File: config.mk
export PLATFORM = sky130hd
export DESIGN_NAME = in_port_buffer
export DESIGN_NICKNAME = d
export VERILOG_FILES = /design/src/rtl/io_port_pkg.sv /design/src/rtl/in_port_fifo.sv /design/src/rtl/in_port_buffer.sv
export SDC_FILE = /design/constraint.sdc
export NUM_CORES = 1
export LEC_CHECK = 0
export ABC_AREA = 1
export BUFFER_PORTS_ARGS = -buffer_cell sky130_fd_sc_hd__buf_2
export CAP_MARGIN = 10
export CORE_MARGIN = 5
export CORE_UTILIZATION = 45
export DETAILED_ROUTE_END_ITERATION = 16
export GPL_ROUTABILITY_DRIVEN = 0
export PLACE_DENSITY = 0.69
export SLEW_MARGIN = 40
export SYNTH_ARGS = -nofsm -noshare
export SYNTH_HDL_FRONTEND = slang
export SYNTH_SLANG_ARGS = --single-unit
File: constraint.sdc
create_clock -name Clock -period 2.05 [get_ports Clock]
set_input_delay 0.205 -clock Clock [delete_from_list [all_inputs] [get_ports Clock]]
set_output_delay 0.205 -clock Clock [all_outputs]
set_load 0.01 [all_outputs]
File: src/rtl/io_port_pkg.sv
// Shared constants for the Datapath I/O ports: buffering modes and bus width.
package io_port_pkg;

  localparam int MODE_LATCH = 0;
  localparam int MODE_FIFO  = 1;
  localparam int BUS_WIDTH  = 32;

endpackage

File: src/rtl/in_port_fifo.sv
// DEPTH-entry circular buffer with an occupancy counter; the caller guarantees
// that push never happens when full and pop never happens when empty.
module in_port_fifo
  import io_port_pkg::*;
#(
  parameter int WIDTH = 8,
  parameter int DEPTH = 4
) (
  input  logic                         clk,
  input  logic                         clear,
  input  logic                         push,
  input  logic                         pop,
  input  logic [WIDTH-1:0]             wdata,
  output logic [WIDTH-1:0]             head,
  output logic [$clog2(DEPTH+1)-1:0]   count
);

  localparam int PW = $clog2(DEPTH);
  localparam int CW = $clog2(DEPTH+1);

  logic [WIDTH-1:0] mem [DEPTH];
  logic [PW-1:0]    wr_ptr;
  logic [PW-1:0]    rd_ptr;

  assign head = mem[rd_ptr];

  // NOTE: sequential state uses non-blocking assignments so every register
  // samples the pre-edge values, independent of statement order.
  always_ff @(posedge clk) begin
    if (clear) begin
      // NOTE: the storage array is cleared on purpose so a stale word can
      // never reach the bus after reset; this forces flops instead of RAM.
      for (int i = 0; i < DEPTH; i++) mem[i] <= '0;
      wr_ptr <= '0;
      rd_ptr <= '0;
      count  <= '0;
    end else begin
      if (push) begin
        mem[wr_ptr] <= wdata;
        wr_ptr      <= wr_ptr + PW'(1);
      end
      if (pop) rd_ptr <= rd_ptr + PW'(1);
      case ({push, pop})
        2'b10:   count <= count + CW'(1);
        2'b01:   count <= count - CW'(1);
        default: count <= count;
      endcase
    end
  end

endmodule

File: src/rtl/in_port_buffer.sv
// Buffered CPU input port: valid/ready device side, pop-on-read CPU side,
// latch or FIFO storage, sticky overflow/underflow flags.
module in_port_buffer
  import io_port_pkg::*;
#(
  parameter int WIDTH = 8,
  parameter int DEPTH = 4,
  parameter int MODE  = MODE_FIFO
) (
  input  logic                         Clock,
  input  logic                         Clear,
  input  logic [WIDTH-1:0]             Ext_data,
  input  logic                         Ext_valid,
  output logic                         Ext_ready,
  input  logic                         InPortout,
  input  logic                         Clear_flags,
  output logic [BUS_WIDTH-1:0]         BusMuxIn_InPort,
  output logic [$clog2(DEPTH+1)-1:0]   Count,
  output logic                         Empty,
  output logic                         Full,
  output logic                         Overflow,
  output logic                         Underflow
);

  localparam int CW = $clog2(DEPTH+1);
  localparam logic [CW-1:0] FULL_COUNT = (MODE == MODE_FIFO) ? CW'(DEPTH) : CW'(1);

  logic             push;
  logic             pop;
  logic [WIDTH-1:0] head_word;
  logic [CW-1:0]    count_q;
  logic             ovf_set;
  logic             unf_set;

  assign Count = count_q;
  assign Empty = (count_q == '0);
  assign Full  = (count_q == FULL_COUNT);

  // FIFO refuses on registered fullness only; latch always takes the word.
  assign Ext_ready = (MODE == MODE_FIFO) ? ~Full : 1'b1;
  assign push      = Ext_valid & Ext_ready;
  assign pop       = InPortout & ~Empty;

  generate
    if (MODE == MODE_FIFO) begin : g_fifo
      in_port_fifo #(
        .WIDTH (WIDTH),
        .DEPTH (DEPTH)
      ) u_fifo (
        .clk   (Clock),
        .clear (Clear),
        .push  (push),
        .pop   (pop),
        .wdata (Ext_data),
        .head  (head_word),
        .count (count_q)
      );
    end else begin : g_latch
      logic [WIDTH-1:0] latch_data;
      logic             latch_valid;

      always_ff @(posedge Clock) begin
        if (Clear) begin
          latch_data  <= '0;
          latch_valid <= 1'b0;
        end else if (push) begin
          latch_data  <= Ext_data;
          latch_valid <= 1'b1;
        end else if (pop) begin
          latch_valid <= 1'b0;
        end
      end

      assign head_word = latch_data;
      assign count_q   = CW'(latch_valid);
    end
  endgenerate

  // NOTE: every always_comb output gets a default first so no path leaves it
  // unassigned, which would otherwise infer a latch.
  always_comb begin
    ovf_set = 1'b0;
    unf_set = InPortout & Empty;
    if (MODE == MODE_FIFO) ovf_set = Ext_valid & Full;
    else                   ovf_set = push & Full & ~pop;
  end

  // Set events take priority over Clear_flags in the same cycle.
  always_ff @(posedge Clock) begin
    if (Clear) begin
      Overflow  <= 1'b0;
      Underflow <= 1'b0;
    end else begin
      if (ovf_set)          Overflow <= 1'b1;
      else if (Clear_flags) Overflow <= 1'b0;
      if (unf_set)          Underflow <= 1'b1;
      else if (Clear_flags) Underflow <= 1'b0;
    end
  end

  assign BusMuxIn_InPort = Empty ? '0 : BUS_WIDTH'(head_word);

endmodule

==> results.json, run 1 <==
{
  "internal_power_mw": 1.820,
  "numCtsBuffers": 5,
  "powerDensity_nw_per_um2": 1116,
  "final_hold_viol_count": 0,
  "grtUsageTotal_pct": 15.04,
  "finalCritPeriodShare_pct": 92.99,
  "multiInputGateArea_um2": 802.0,
  "drive_above_1_share_pct": 24.31,
  "fin_util_pct": 52.88,
  "ff2ff_path_depth": 12,
  "fin_total_pwr_mw": 2.843,
  "path_class": "reg -> reg",
  "fin_hold_ws_ns": 0.1062,
  "syn_avg_cell_area_um2": 9.122,
  "fmax_mhz": 524.6,
  "post-route-drc-count": 0,
  "drv_slew": 0,
  "vias_per_cell": 4.572,
  "drt_pass1_iterations": 4,
  "cts_resized": 0,
  "skew_ns": 0.006735,
  "core_um2": 4817,
  "p_leak_nw": 1.138,
  "n_antenna_cell": 0,
  "vias": 1623,
  "first_iter_violations": 64,
  "r2r_setup_slack_ns": 0.14,
  "relSlewSlack_pct": 47.29,
  "synthesis.area_um2": 2262,
  "power_frac_clock_pct": 23.9,
  "grt.overflow.total": 0,
  "rsz0062_at_grt": "no",
  "cts_setup_buffers": 0,
  "status": "completed",
  "fillers": 428,
  "cts_sinks": 43,
  "grt_pass1_wl_mm": 7.162,
  "pin_count": 53,
  "seq_area_um2": 1182,
  "required_ns": 2.24,
  "die_y_um": 80.90,
  "crit_arrival_ns": 2.10,
  "layout_common_cells": "nor2_1 (55), edfxtp_1 (32), buf_2 (28)",
  "fin_crit_ns": 1.906,
  "clock-root-buffer": "clkbuf_8",
  "setup_viol": 0,
  "cts_max_level": 2,
  "antenna_found_initial": 0,
  "grt_pass1_vias": 1542,
  "tns_ns": 0,
  "final_nets": 302,
  "yosysUniqueCellTypes": 26,
  "die_area_um2": 6545,
  "startpoint_type": "register",
  "hold_buffers": 0,
  "clockBufferDepth": 2,
  "portBuffers": 28,
  "min_path_type": "in -> reg",
  "min_path_cells": 2,
  "seqPwrFrac_pct": 41.6,
  "grt_max_degree": 17,
  "wirelength_mm": 4.462,
  "tightest_slew_ns": 0.7877,
  "wl_per_cell_um": 12.57,
  "vdd_drop_max_mv": 0.8206,
  "synth_cells": 248,
  "row_count": 25,
  "chipWidth_um": 80.90,
  "drv_cap": 0,
  "synth-seq-cells": 43,
  "final_common_cell": "nor2_1",
  "initial_core_util_pct": 46.96,
  "dpl.hpwl_mm": 3.313,
  "tritoncts": "built",
  "postRouteAntennaNets": 0,
  "power_switching_mw": 1.023,
  "yosysSeqAreaShare_pct": 52.21,
  "p_comb_share_pct": 34.6,
  "worstPathMaxFanout": 6,
  "clkLatencyLatePin_ns": 0.30,
  "areaGrowthSynthToFinish_pct": 12.61,
  "yosysWarnings": 0,
  "clk_pin_slew_ns": 0.09,
  "cp-end-kind": "register",
  "switching_share_pct": 35.99
}
==> power groups by stage <==
stage	Sequential, mW	Combinational, mW	Clock, mW
2_1_floorplan	1.17	0.697	0
3_3_place_gp	1.19	0.968	0
3_5_place_dp	1.20	0.981	0
4_1_cts	1.18	0.989	0.682
5_1_grt	1.20	1.11	0.715
6_report	1.18	0.982	0.679
==> flip-flops by register name, summed over array words and instances (netlist names), named ones only <==
register / flops
g_fifo.u_fifo.mem: 32
Underflow: 1
Overflow: 1
g_fifo.u_fifo.rd_ptr: 2
g_fifo.u_fifo.count: 3
g_fifo.u_fifo.wr_ptr: 2
==> per-layer routing <==
layer  track usage [%]  vias to the layer above  share of wire (%)
met2             28.16                       52                 51
met4             6.419                        0                1.4
met1             15.96                      741                 41
met5                 0                        -                  0
li1                  -                      824                  -
met3             3.548                        6                6.5
==> per-stage QoR <==
stage	instance area, um^2	cells	worst slack (ns)
2_1_floorplan	2349	271	0.2231
3_3_place_gp	2429	347	0.2692
3_5_place_dp	2429	347	0.2095
4_1_cts	2546	355	0.1566
5_1_grt	2547	355	0.01208
6_report	2547	355	0.1437
==> critical path, cell delays in order, from the launching register on <==
cell and delay [ns]:
dfxtp_1 0.34, nor2_2 0.19, nand2_4 0.10, nand2_1 0.19
ha_1 0.20, inv_1 0.07, fa_1 0.38, inv_1 0.07
nand2_1 0.04, nand3_1 0.08, nand2_1 0.06, nand2_1 0.05
nor2_1 0.03
==> cell usage after synthesis, drive strengths merged <==
master,number,area [um^2]
o21ai,23,115.1
a21oi,15,75.07
nor2,64,315.3
ha,1,12.51
clkinv,3,11.26
nor3,8,40.04
nand2,19,78.82
nand4,1,12.51
nand3,6,42.54
conb,1,3.750
buf,29,225.2
fa,1,20.02
inv,32,120.1
dfxtp,11,220.2
edfxtp,32,960.9
clkbuf,2,8.750
==> path summary, 6_finish.rpt <==
path,startpoint,endpoint
setup reg to reg,g_fifo.u_fifo.count[1],g_fifo.u_fifo.count[2]
hold reg to reg,Overflow,Overflow
setup / recovery,g_fifo.u_fifo.count[1],g_fifo.u_fifo.count[2]
hold / removal,Clear,Underflow
==> cells by family after synthesis <==
group,after synthesis,share of synthesized area (%)
buf+inv,66,16.15
simple gates,98,21.63
fa+ha+maj,2,1.438
flops,43,52.21
other cells,1,0.1658
compound gates,38,8.407
==> area by class of cell <==
| cell class | count | share of cell area [%] |
|---|---|---|
| clock inverters | 2 | 1.375 |
| well taps | 67 | 3.291 |
| multi-input cells | 162 | 31.48 |
| inverters | 35 | 5.157 |
| flip-flops and latches | 43 | 46.41 |
| clock buffers | 6 | 3.242 |
| repair buffers | 40 | 9.037 |
Note: power is estimated with default switching activity, not from simulation.
==> inputs of run 2 (changes only) <==
CORE_ASPECT_RATIO = 1.4   (was unset)
==> run 2 against run 1 <==
Compared with the run above: via count decreased by 2.3%; global-route usage decreased by 0.84 points; count of clock-buffer cells in the layout increased by 2; power decreased by 4.3%; largest power group unchanged; utilization decreased by 1.4 points; critical path type unchanged; flip-flop and latch count unchanged; clock power decreased by 16%; clock skew decreased by 0.0034 ns; highest routed layer unchanged; non-clock buffer count decreased by 2; worst setup slack improved by 0.041 ns; worst hold slack improved by 0.0078 ns; register-to-register slack improved by 0.04 ns.
==> results.json, run 2 (synthesis gave the netlist of run 1 again) <==
{
  "status": "completed",
  "core_um2": 4880,
  "drv_cap": 0,
  "vdd_drop_max_mv": 0.7088,
  "min_path_cells": 2,
  "reg_top3": "g_fifo.u_fifo.mem (32), g_fifo.u_fifo.count (3)",
  "required_ns": 2.24,
  "first_iter_violations": 38,
  "vias": 1585,
  "vias_per_cell": 4.529,
  "fin_cells": 350,
  "cp-end-kind": "register",
  "areaGrowthSynthToFinish_pct": 11.12,
  "finalCritPeriodShare_pct": 90.97,
  "grt.overflow.total": 0,
  "path_buf_inv": 2,
  "n_antenna_cell": 0,
  "chipWidth_um": 69.92,
  "numCtsBuffers": 5,
  "min_to": "Underflow",
  "rsz0062_at_grt": "no",
  "cts_max_level": 2,
  "grtUsageTotal_pct": 14.20,
  "timing.rr.end": "g_fifo.u_fifo.count[2]",
  "postRouteAntennaNets": 0,
  "drive_above_1_share_pct": 24.13,
  "hp-start": "Clear",
  "final_nets": 300,
  "p_leak_nw": 1.120,
  "startpoint_type": "register",
  "clk_pin_slew_ns": 0.07,
  "fin_total_pwr_mw": 2.721,
  "grt_max_degree": 17,
  "cts_setup_buffers": 0,
  "critPathMaxStageDelay_ns": 0.38,
  "post-route-drc-count": 0,
  "worstPathMaxFanout": 6,
  "die_y_um": 93.89,
  "powerDensity_nw_per_um2": 1082,
  "pin_count": 53,
  "clkLatencyLatePin_ns": 0.29,
  "setup_viol": 0,
  "min_path_type": "in -> reg",
  "final_common_cell": "nor2_1",
  "drt_pass1_iterations": 4,
  "clock-root-buffer": "clkbuf_8",
  "path_cells": "nor2_2 -> nand2_4 -> nand2_1 -> ha_1 -> inv_1 -> fa_1 -> inv_1 -> nand2_1 -> nand3_1 -> nand2_1 -> nand2_1 -> nor2_1",
  "critical_path.slowest_cell": "fa_1",
  "hold_buffers": 0,
  "top_layer_used": "met4",
  "relSlewSlack_pct": 52.35,
  "skew_ns": 0.003300,
  "wirelength_met1_mm": 1.695,
  "regToRegStartpoint": "g_fifo.u_fifo.count[1]",
  "portBuffers": 28,
  "tns_ns": 0,
  "row_count": 30,
  "fin_util_pct": 51.51,
  "largest_register_ffs": 32,
  "wl_met2_mm": 2.285,
  "final_hold_viol_count": 0,
  "antenna_found_initial": 0,
  "die_area_um2": 6565,
  "path_class": "reg -> reg",
  "fmax_mhz": 536.2,
  "tightest_slew_ns": 0.7121,
  "cts_sinks": 43,
  "fin_crit_ns": 1.865,
  "ff2ff_path_depth": 12,
  "path_common_cell": "nand2_1",
  "top_register": "g_fifo.u_fifo.mem",
  "crit_arrival_ns": 2.05,
  "grt_pass1_wl_mm": 7.258,
  "tritoncts": "built",
  "dpl.hpwl_mm": 3.275,
  "initial_core_util_pct": 46.36,
  "wl_per_cell_um": 12.37,
  "clockBufferDepth": 2,
  "grt_pass1_vias": 1560,
  "layout_common_cells": "nor2_1 (55), edfxtp_1 (32), buf_2 (28)",
  "path_delay_family": "simple AND/OR/NAND/NOR gates",
  "drv_slew": 0,
  "wirelength_mm": 4.328,
  "dpl.cell_count": 342,
  "route.met3.wl_um": 282,
  "cp.depth": 12,
  "r2r_setup_slack_ns": 0.19
}
[run 2: changes by cell type in the layout (fill, tap and decap cells not counted), sizes merged]
cell	delta
buf	-2
bufinv	-1
clkinv	-1
clkbuf	+2
[run 2: final cells by class]
class | instances | area [um^2]
repair buffers | 38 | 215.2
flip-flops and latches | 43 | 1185
well taps | 64 | 80.08
multi-input cells | 162 | 802.0
inverters | 35 | 131.4
clock buffers | 8 | 100.1
fillers | 490 | 2366
[run 2: what timing repair did]
action	in CTS	in global routing
endpoints found under the setup margin	0	2
hold endpoints to repair	0	0
gates resized for setup	0	3
[run 2: worst reg2reg max path, stage by stage, from the launching register on]
cell     delay (ns)
dfxtp_2        0.34
nor2_2         0.16
nand2_4        0.10
nand2_1        0.17
ha_1           0.20
inv_1          0.07
fa_1           0.38
inv_1          0.07
nand2_1        0.04
nand3_1        0.08
nand2_1        0.06
nand2_1        0.05
nor2_1         0.04
[run 2: per-stage QoR]
stage | hold slack, ns | setup WS, ns | area [um^2]
floorplan | 0.2741 | 0.2231 | 2349
global placement | 0.4080 | 0.2197 | 2410
detailed placement | 0.4162 | 0.1534 | 2410
CTS | 0.1004 | 0.1439 | 2510
global route | 0.1094 | 0.005093 | 2514
finish | 0.1140 | 0.1852 | 2514
[run 2: routing by layer]
layer | up-vias | track usage (%)
met1 | 709 | 15.37
met4 | 0 | 5.751
li1 | 825 | -
met3 | 4 | 2.998
met2 | 47 | 26.58
met5 | - | 0
[run 2: worst max-delay path by stage]
stage / end / slack (ns) / from
after floorplan: g_fifo.u_fifo.mem[0][0] / 0.22 / g_fifo.u_fifo.count[1]
after global placement: g_fifo.u_fifo.count[2] / 0.22 / g_fifo.u_fifo.count[2]
after detailed placement: g_fifo.u_fifo.count[2] / 0.15 / g_fifo.u_fifo.count[2]
after CTS: g_fifo.u_fifo.count[2] / 0.14 / g_fifo.u_fifo.count[2]
after global routing: g_fifo.u_fifo.count[2] / 0.005 / g_fifo.u_fifo.count[1]
final: g_fifo.u_fifo.count[2] / 0.19 / g_fifo.u_fifo.count[1]
[run 2: report_power, final]
group / internal, mW / switching [mW] / leakage, nW
clock: 0.307 / 0.262 / 0.0515
sequential: 1.09 / 0.0887 / 0.424
combinational: 0.334 / 0.637 / 0.644
